==> src/rtl/skew_feeder_pkg.sv <==
// Shared constants, FSM encoding and size clamping for the skew feeder.
// The block sits between the data buffer and a systolic array.
package skew_pkg;

    localparam int N      = 16;
    localparam int DW     = 8;
    localparam int SIZE_W = 5;

    typedef enum logic [1:0] {
        IDLE   = 2'd0,
        STREAM = 2'd1,
        DRAIN  = 2'd2
    } state_t;

    // A request of 0 lanes still feeds one lane; requests above the array size saturate.
    function automatic logic [SIZE_W-1:0] clamp_size(input logic [SIZE_W-1:0] req,
                                                     input logic [SIZE_W-1:0] max_size);
        if (req == '0) return SIZE_W'(1);
        if (req > max_size) return max_size;
        return req;
    endfunction

endpackage

==> src/rtl/skew_feeder_if.sv <==
// Bus between the data buffer side (master) and the skew feeder (slave).
// in_valid qualifies gemm_size/row_in/col_in; the feeder has no ready and takes every valid cycle; row_vld/col_vld qualify each output lane.
interface skew_feeder_if #(
    parameter int N  = skew_pkg::N,
    parameter int DW = skew_pkg::DW
);
    import skew_pkg::*;

    logic [SIZE_W-1:0] gemm_size;
    logic              in_valid;
    logic [N*DW-1:0]   row_in;
    logic [N*DW-1:0]   col_in;
    logic [N*DW-1:0]   row_out;
    logic [N*DW-1:0]   col_out;
    logic [N-1:0]      row_vld;
    logic [N-1:0]      col_vld;
    logic              busy;
    logic              feed_done;
    state_t            state;

    modport master (
        output gemm_size, in_valid, row_in, col_in,
        input  row_out, col_out, row_vld, col_vld, busy, feed_done, state
    );

    modport slave (
        input  gemm_size, in_valid, row_in, col_in,
        output row_out, col_out, row_vld, col_vld, busy, feed_done, state
    );

endinterface

==> src/rtl/skew_delay_line.sv <==
// Fixed-depth register chain carrying one lane's data and valid.
// Output is the last stage, so a value entering at cycle t leaves at cycle t+DEPTH.
module skew_delay_line #(
    parameter int DEPTH = 1,
    parameter int DW    = 8
) (
    input  logic          clk,
    input  logic          rst,
    input  logic [DW-1:0] d_data,
    input  logic          d_valid,
    output logic [DW-1:0] q_data,
    output logic          q_valid
);

    logic [DW-1:0]    data_pipe [DEPTH];
    logic [DEPTH-1:0] vld_pipe;

    always_ff @(posedge clk or posedge rst) begin
        if (rst) begin
            for (int i = 0; i < DEPTH; i++) data_pipe[i] <= '0;
            vld_pipe <= '0;
        end else begin
            data_pipe[0] <= d_data;
            vld_pipe[0]  <= d_valid;
            for (int i = 1; i < DEPTH; i++) begin
                data_pipe[i] <= data_pipe[i-1];
                vld_pipe[i]  <= vld_pipe[i-1];
            end
        end
    end

    assign q_data  = data_pipe[DEPTH-1];
    assign q_valid = vld_pipe[DEPTH-1];

endmodule

==> src/rtl/skew_feeder.sv <==
// Skews data_buffer vectors into a systolic array: lane k is delayed k+1 cycles,
// lanes beyond the latched size stay quiet, and a stream end is flagged on feed_done.
module skew_feeder #(
    parameter int N  = skew_pkg::N,
    parameter int DW = skew_pkg::DW
) (
    input  logic         clk,
    input  logic         rst,
    skew_feeder_if.slave bus
);
    import skew_pkg::*;

    localparam logic [SIZE_W-1:0] MAX_SIZE = SIZE_W'(N);

    state_t            state;
    logic [SIZE_W-1:0] size_lat;
    logic [SIZE_W-1:0] drain_cnt;
    logic [SIZE_W-1:0] eff_size;
    logic              busy_q;
    logic [N*DW-1:0]   row_q;
    logic [N*DW-1:0]   col_q;
    logic [N-1:0]      row_v;
    logic [N-1:0]      col_v;

    // The sample that opens a stream is gated with the size being latched on that same edge.
    always_comb begin
        eff_size = size_lat;
        if (state == IDLE) eff_size = clamp_size(bus.gemm_size, MAX_SIZE);
    end

    // The STREAM cycle with no input already counts as the first drain cycle, so
    // drain_cnt reaches 0 exactly when lane size_lat-1 shows the last sample.
    always_ff @(posedge clk or posedge rst) begin
        if (rst) begin
            state     <= IDLE;
            size_lat  <= SIZE_W'(1);
            drain_cnt <= '0;
            busy_q    <= 1'b0;
        end else begin
            case (state)
                IDLE: begin
                    if (bus.in_valid) begin
                        state    <= STREAM;
                        size_lat <= eff_size;
                        busy_q   <= 1'b1;
                    end
                end
                STREAM: begin
                    if (!bus.in_valid) begin
                        if (size_lat == SIZE_W'(1)) begin
                            state  <= IDLE;
                            busy_q <= 1'b0;
                        end else begin
                            state     <= DRAIN;
                            drain_cnt <= size_lat - SIZE_W'(2);
                        end
                    end
                end
                DRAIN: begin
                    if (bus.in_valid) begin
                        state <= STREAM;
                    end else if (drain_cnt == '0) begin
                        state  <= IDLE;
                        busy_q <= 1'b0;
                    end else begin
                        drain_cnt <= drain_cnt - SIZE_W'(1);
                    end
                end
                default: begin
                    state  <= IDLE;
                    busy_q <= 1'b0;
                end
            endcase
        end
    end

    for (genvar k = 0; k < N; k++) begin : g_lane
        localparam logic [SIZE_W-1:0] LANE = SIZE_W'(k);

        logic          lane_on;
        logic [DW-1:0] row_d;
        logic [DW-1:0] col_d;

        // Zero data on bubbles and on inactive lanes keeps idle array inputs at 0.
        assign lane_on = bus.in_valid && (LANE < eff_size);
        assign row_d   = lane_on ? bus.row_in[k*DW +: DW] : '0;
        assign col_d   = lane_on ? bus.col_in[k*DW +: DW] : '0;

        skew_delay_line #(.DEPTH(k + 1), .DW(DW)) u_row (
            .clk     (clk),
            .rst     (rst),
            .d_data  (row_d),
            .d_valid (lane_on),
            .q_data  (row_q[k*DW +: DW]),
            .q_valid (row_v[k])
        );

        skew_delay_line #(.DEPTH(k + 1), .DW(DW)) u_col (
            .clk     (clk),
            .rst     (rst),
            .d_data  (col_d),
            .d_valid (lane_on),
            .q_data  (col_q[k*DW +: DW]),
            .q_valid (col_v[k])
        );
    end

    assign bus.row_out   = row_q;
    assign bus.col_out   = col_q;
    assign bus.row_vld   = row_v;
    assign bus.col_vld   = col_v;
    assign bus.busy      = busy_q;
    assign bus.state     = state;
    assign bus.feed_done = !bus.in_valid &&
                           (((state == STREAM) && (size_lat == SIZE_W'(1))) ||
                            ((state == DRAIN) && (drain_cnt == '0)));

endmodule
==> src/flat_wrapper.sv <==
// flat-port wrapper written by rule: the top's interface ports become plain ports
module skew_feeder_flat import skew_pkg::*;
#(
    parameter int N  = skew_pkg::N,
    parameter int DW = skew_pkg::DW
)
  (clk, rst, bus_gemm_size, bus_in_valid, bus_row_in, bus_col_in, bus_row_out, bus_col_out, bus_row_vld, bus_col_vld, bus_busy, bus_feed_done, bus_state);
  skew_feeder_if #(.N(N), .DW(DW)) bus_i ();
  input  logic clk;
  input  logic rst;
  input wire logic [$bits(bus_i.gemm_size)-1:0] bus_gemm_size;
  input wire logic [$bits(bus_i.in_valid)-1:0] bus_in_valid;
  input wire logic [$bits(bus_i.row_in)-1:0] bus_row_in;
  input wire logic [$bits(bus_i.col_in)-1:0] bus_col_in;
  output wire logic [$bits(bus_i.row_out)-1:0] bus_row_out;
  output wire logic [$bits(bus_i.col_out)-1:0] bus_col_out;
  output wire logic [$bits(bus_i.row_vld)-1:0] bus_row_vld;
  output wire logic [$bits(bus_i.col_vld)-1:0] bus_col_vld;
  output wire logic [$bits(bus_i.busy)-1:0] bus_busy;
  output wire logic [$bits(bus_i.feed_done)-1:0] bus_feed_done;
  output wire logic [$bits(bus_i.state)-1:0] bus_state;
  assign bus_i.gemm_size = bus_gemm_size;
  assign bus_i.in_valid = bus_in_valid;
  assign bus_i.row_in = bus_row_in;
  assign bus_i.col_in = bus_col_in;
  assign bus_row_out = bus_i.row_out;
  assign bus_col_out = bus_i.col_out;
  assign bus_row_vld = bus_i.row_vld;
  assign bus_col_vld = bus_i.col_vld;
  assign bus_busy = bus_i.busy;
  assign bus_feed_done = bus_i.feed_done;
  assign bus_state = bus_i.state;
  skew_feeder #(.N(N), .DW(DW)) u_core (.clk(clk), .rst(rst), .bus(bus_i));
endmodule
==> config.mk <==
export PLATFORM = sky130hd
export DESIGN_NAME = skew_feeder_flat
export DESIGN_NICKNAME = d
export VERILOG_FILES = /design/src/rtl/skew_feeder_pkg.sv /design/src/rtl/skew_feeder_if.sv /design/src/rtl/skew_delay_line.sv /design/src/rtl/skew_feeder.sv /design/src/flat_wrapper.sv
export SDC_FILE = /design/constraint.sdc
export NUM_CORES = 2
export LEC_CHECK = 0
export ABC_CLOCK_PERIOD_IN_PS = 88400
export BUFFER_PORTS_ARGS = -buffer_cell sky130_fd_sc_hd__buf_2
export CORE_MARGIN = 1.5
export CORE_UTILIZATION = 57
export CTS_CLUSTER_SIZE = 10
export DETAILED_ROUTE_END_ITERATION = 10
export PLACE_DENSITY = 0.83
export SKIP_CTS_REPAIR_TIMING = 1
export SYNTH_ARGS = -nofsm -noshare
export SYNTH_HDL_FRONTEND = slang
export SYNTH_SLANG_ARGS = --single-unit
==> constraint.sdc <==
create_clock -name clk -period 88.4 [get_ports clk]
set_clock_uncertainty 0.1 [all_clocks]
set_input_delay 8.84 -clock clk [delete_from_list [all_inputs] [get_ports clk]]
set_output_delay 8.84 -clock clk [all_outputs]
set_load 0.01 [all_outputs]
== Word-level counts from Yosys, hierarchy flattened ==
Index checks and enable logic that the tools add are counted.

* Equal/unequal tests: 11
* Order comparisons: 17
* Muxes and demuxes: 59
* Add/sub/neg operators: 2
* Reductions and logical operators: 29

{| class="wikitable"
|+ Operators with widths
! kind !! number
|-
| $mux W8 || 32
|-
| $mux W5 || 9
|-
| $lt A4 B5 Y1 const A || 8
|-
| $lt A3 B5 Y1 const A || 4
|-
| $logic_and A1 B1 Y1 || 19
|-
| $ne A2 B2 Y1 const B || 7
|-
| $logic_not A5 Y1 || 2
|-
| $lt A1 B5 Y1 const A || 2
|-
| $lt A2 B5 Y1 const A || 2
|-
| $mux W1 || 10
|-
| $mux W2 || 5
|-
| $pmux W5 S2 || 1
|-
| $reduce_and A5 Y1 || 2
|-
| $pmux W2 S3 || 1
|-
| $eq A5 B1 Y1 const B || 1
|-
| $gt A5 B5 Y1 const B || 1
|-
| $sub A5 B1 Y5 const B || 1
|-
| $sub A5 B2 Y5 const B || 1
|-
| $ne A3 B3 Y1 const B || 1
|-
| $pmux W1 S3 || 1
|-
| $reduce_and A3 Y1 || 1
|-
| $eq A2 B1 Y1 const B || 1
|-
| $eq A2 B2 Y1 const B || 1
|-
| $logic_not A2 Y1 || 1
|-
| 4 further kinds || 4
|}

* Bits of input ports: 264
* Logic and storage cells: 425
* Output and inout port bits: 292
* Register bits: 2,460

== Logic depth before layout (Yosys ltp) ==
* Depth after elaboration: 11
* Mapped depth: 9
* Depth with buffers taken out: 6

== Modules after synthesis ==
A second synthesis with hierarchy kept.

* Cells, all modules: 3,198
* Area total of the unflattened synthesis: 66,227.3 µm²

{| class="wikitable"
|+ Modules (own cells, without submodules)
! module !! instances !! sequential area each (µm²) !! area each (µm²) !! cells each
|-
| skew_delay_line at u_core.g_lane[15].u_col ... || 2 || 3,603.5 || 3,667.3 || 153
|-
| skew_delay_line at u_core.g_lane[14].u_col ... || 2 || 3,378.2 || 3,442.1 || 144
|-
| skew_delay_line at u_core.g_lane[13].u_col ... || 2 || 3,153.0 || 3,216.8 || 135
|-
| skew_delay_line at u_core.g_lane[12].u_col ... || 2 || 2,927.8 || 2,991.6 || 126
|-
| skew_delay_line at u_core.g_lane[11].u_col ... || 2 || 2,702.6 || 2,766.4 || 117
|-
| skew_delay_line at u_core.g_lane[10].u_col ... || 2 || 2,477.4 || 2,541.2 || 108
|-
| skew_delay_line at u_core.g_lane[9].u_col ... || 2 || 2,252.2 || 2,316.0 || 99
|-
| skew_delay_line at u_core.g_lane[8].u_col ... || 2 || 2,026.9 || 2,090.8 || 90
|-
| skew_delay_line at u_core.g_lane[7].u_col ... || 2 || 1,801.7 || 1,865.5 || 81
|-
| skew_delay_line at u_core.g_lane[6].u_col ... || 2 || 1,576.5 || 1,640.3 || 72
|-
| skew_feeder || 1 || 326.6 || 3,046.7 || 478
|-
| skew_delay_line at u_core.g_lane[5].u_col ... || 2 || 1,351.3 || 1,415.1 || 63
|-
| skew_delay_line at u_core.g_lane[4].u_col ... || 2 || 1,126.1 || 1,189.9 || 54
|-
| skew_delay_line at u_core.g_lane[3].u_col ... || 2 || 900.9 || 964.7 || 45
|-
| +3 rows || -- || -- || -- || --
|}

== Least setup slack after synthesis ==
OpenSTA, ideal clock, no wires.

* Path kind: input -> output
* Start: input bus_in_valid
* End: output bus_feed_done
* Required time: 79,460 ps
* Path slack: 70,184 ps
* Arrival: 9,276 ps
* Path buffers: 1
* Stages on the path: 2
* Cell sequence: clkbuf_1 a21oi_1

* Longest elaborated chain between the ends: 2

{| class="wikitable"
|+ Ends and longest elaborated chain
! element !! line !! RTL
|-
| start: declaration || flat_wrapper.sv:12 || <nowiki>input wire logic [$bits(bus_i.in_valid)-1:0] bus_in_valid;</nowiki>
|-
| $logic_not A1 Y1 || -- ||
|-
| $logic_and A1 B1 Y1 || skew_feeder.sv:114 || <nowiki>assign bus.feed_done = !bus.in_valid &&</nowiki>
|-
| end: declaration || flat_wrapper.sv:20 || <nowiki>output wire logic [$bits(bus_i.feed_done)-1:0] bus_feed_done;</nowiki>
|}

No other way between the ends.

== Worst setup path in the final report ==
Ends and elaborated chain as after synthesis.

==> impl_metrics.toml <==
[pwr]
vdd_drop_max_uv = 20.7
comb_power_share_pct = 3.5
power.density_nw_per_um2 = 31.2
p_leak_nw = 38.2
total_power_mw = 2.29
clkPwrFrac_pct = 43.5
p_sw_mw = 0.522
p_sw_share_pct = 22.8
p_int_mw = 1.77
seqPwrFrac_pct = 52.9

[timing]
finalSetupTns_ps = 0
hold_viol_final = 0
setup_viol = 0
finalCritPeriodShare_pct = 20.9
rsz0062_at_grt = "no"
max_freq_ghz = 0.0542
tightest_slew_ps = 1190
timing.final.crit_period_ps = 18450
fin_ws_ps = 69950
maxSlewHeadroom_pct = 20.5
hold_slack_ps = 196
maxSlewViolCount = 0

[grt]
grt_max_degree = 207
grt_pass1_vias = 30600
overflow = 0
grt_pass1_wl_mm = 207
grtUsageTotal_pct = 26.3
antenna_found_initial = 40

[synth]
synth_mux_area_share_pct = 0.0357
ys_ff_latch = 2325
synth-compound-area-share_pct = 0.662
syn_nets = 3273
syn_inst = 3006
async_flop_share_pct = 100
yosys.area.top_type_share_pct = 92.1
ys_top_cells_by_area = "dfrtp_1 (92%), buf_4 (3.3%), and2_1 (1.4%)"
synth_area_leader_cell = "dfrtp_1"
synth_edf_count = 0
synth_area_um2 = 63100
synthXorXnorAreaFrac_pct = 0.0277
synth-simple-area-share_pct = 3.35
synth_ff_type = "dfrtp_1"
synthAdderAreaFrac_pct = 0.0753
ys_seq_area_share_pct = 92.2
synth_most_common_cell = "dfrtp_1"
synth_top_family_by_area = "buffers and inverters"
yosys.cell_types.count = 56
syn_area_per_cell_um2 = 21.0
synth_common_cells = "dfrtp_1 (2324), buf_4 (281), and2_1 (144), nor3b_1 (87), nor2b_1 (17)"
ys_warn_count = 0

[clock_tree]
ctsHtreeMaxLevel = 5
cts_tree = "yes"
clock_latency_ps = 880
clk_pin_slew_ps = 60
numCtsBuffers = 284
clkSinkCount = 2325
clk_path_buf_depth = 4
cts_root_buffer = "clkbuf_16"

[floorplanning]
die_width_um = 336
dieArea_um2 = 113000
core_area_um2 = 109000
initial_utilization_pct = 57.8
die-height_um = 336
num_rows = 121
boundaryPins = 556

[critical_path]
worst_ep_arrival_time_ps = 9510
reg2regPathDepth = 4
critical-path-max-stage-delay_ps = 280
r2r-end = "u_core.g_lane[6].u_col.data_pipe[49]"
crit_start = "bus_in_valid"
r2r_slack_ps = 85200
path_buf_inv = 2
timing.rr.start = "u_core.bus.state[1]"
crit_top_cell = "buf_2"
worst-setup-path-type = "in2out"
worstSetupEndpointType = "primary output"
cp.required_ps = 79460
cp-start-kind = "input pin"
cp_top_family = "buffers and inverters"
path_cells = "buf_2 -> a21oi_1 -> buf_2"
critical-path-slowest-cell = "a21oi_1"
crit_cells = 3
cp_max_fo = 10

[final_layout]
fin_area_um2 = 73300
syn2layout_area_growth_pct = 16.1
fin_util_pct = 67.0
drive_gt1_share_pct = 25.9
nets = 3838
instances_no_fill = 5096

[detailed_routing]
routed_wl_mm = 141
wl_per_cell_um = 27.7
drtIter0Drc = 1570
drtPass1Iterations = 5
postRouteAntennaNets = 0
vias_per_cell = 4.93
vias = 25100
drc_errors = 0

[placement]
dpl_cell_area_um2 = 65800
post-place-ws_ps = 69910
hpwl_mm = 75.3
dp_cells = 4761
place_congestion = 0.818
port_buffers = 555

[min_path]
hold_path_class = "reg2reg"
hold_end = "u_core.g_lane[13].u_row.data_pipe[92]"
hold_path_startpoint = "u_core.g_lane[13].u_row.data_pipe[100]"
min_path_cells = 0

[job]
maxCapViolCount = 0

[outcome]
run_status = "finished clean"
[area by class of cell]
cell class | instances | area [um^2]
sequential | 2325 | 58200
fill | 6504 | 36000
clock buffer | 299 | 7250
timing repair buffer | 587 | 3040
multi-input combinational | 361 | 2640
tap | 1476 | 1850
clock inverter | 17 | 225
inverter | 12 | 52.6
antenna | 19 | 47.5
[worst max-delay path by stage]
stage	endpoint	slack, ps
2_1_floorplan	u_core.bus.busy	13760
3_3_place_gp	bus_feed_done	69900
3_5_place_dp	bus_feed_done	69910
4_1_cts	bus_feed_done	69940
5_1_grt	bus_feed_done	69900
6_report	bus_feed_done	69950
[placed cells by master, fill, tap and decap left out, drive strengths merged, types with 2 or more instances in the layout]
| master | instances |
|---|---|
| a211oi | 2 |
| a21oi | 12 |
| and2 | 144 |
| buf | 587 |
| clkbuf | 299 |
| clkinv | 10 |
| dfrtp | 2324 |
| diode | 19 |
| ha | 3 |
| inv | 18 |
| mux2 | 2 |
| nand2 | 10 |
| nand2b | 6 |
| nor2 | 10 |
| nor2b | 17 |
| nor3 | 6 |
| nor3b | 96 |
| nor4 | 3 |
| nor4b | 5 |
| o21a | 2 |
| o21ai | 16 |
| o2bb2ai | 4 |
| o41a | 2 |
| or2 | 3 |
| or3 | 2 |
| xor2 | 2 |
[registers in the layout, summed over array words and instances, names as in the netlist, 2 cells and up]
name and cells:
u_core.bus.state 2, u_core.drain_cnt 5, u_core.g_lane.u_col.data_pipe 960, u_core.g_lane.u_col.q_data 128, u_core.g_lane.u_col.vld_pipe 15, u_core.g_lane.u_row.data_pipe 960
u_core.g_lane.u_row.q_data 128, u_core.g_lane.u_row.vld_pipe 120, u_core.size_lat 5
[logic make-up (layout without fill, tap and decap cells)]
logic type / after synthesis / after routing
xor gates and xnor gates: 2 / 2
DFF: 2325 / 2325
adders and majority gates: 4 / 4
buffers and inverters: 320 / 915
muxes: 2 / 2
and+or+nand+nor: 305 / 305
other: 0 / 19
AOI/OAI and AO/OA: 48 / 48
[per-layer routing]
| layer | routed length (um) | track usage, % | vias to the layer above |
|---|---|---|---|
| li1 | - | - | 10200 |
| met1 | 45100 | 27.0 | 13800 |
| met2 | 81100 | 49.3 | 849 |
| met3 | 8070 | 6.98 | 332 |
| met4 | 6770 | 13.0 | 32 |
| met5 | 215 | 0 | - |
[power groups by stage]
| stage | Sequential (mW) | Clock, mW | Combinational (mW) |
|---|---|---|---|
| floorplan | 1.21 | 0 | 0.0612 |
| global placement | 1.20 | 0 | 0.0764 |
| detailed placement | 1.22 | 0 | 0.0807 |
| CTS | 1.21 | 1.02 | 0.0831 |
| global route | 1.22 | 1.06 | 0.0901 |
| finish | 1.21 | 0.996 | 0.0811 |
Power figures use the tool's default switching activity.
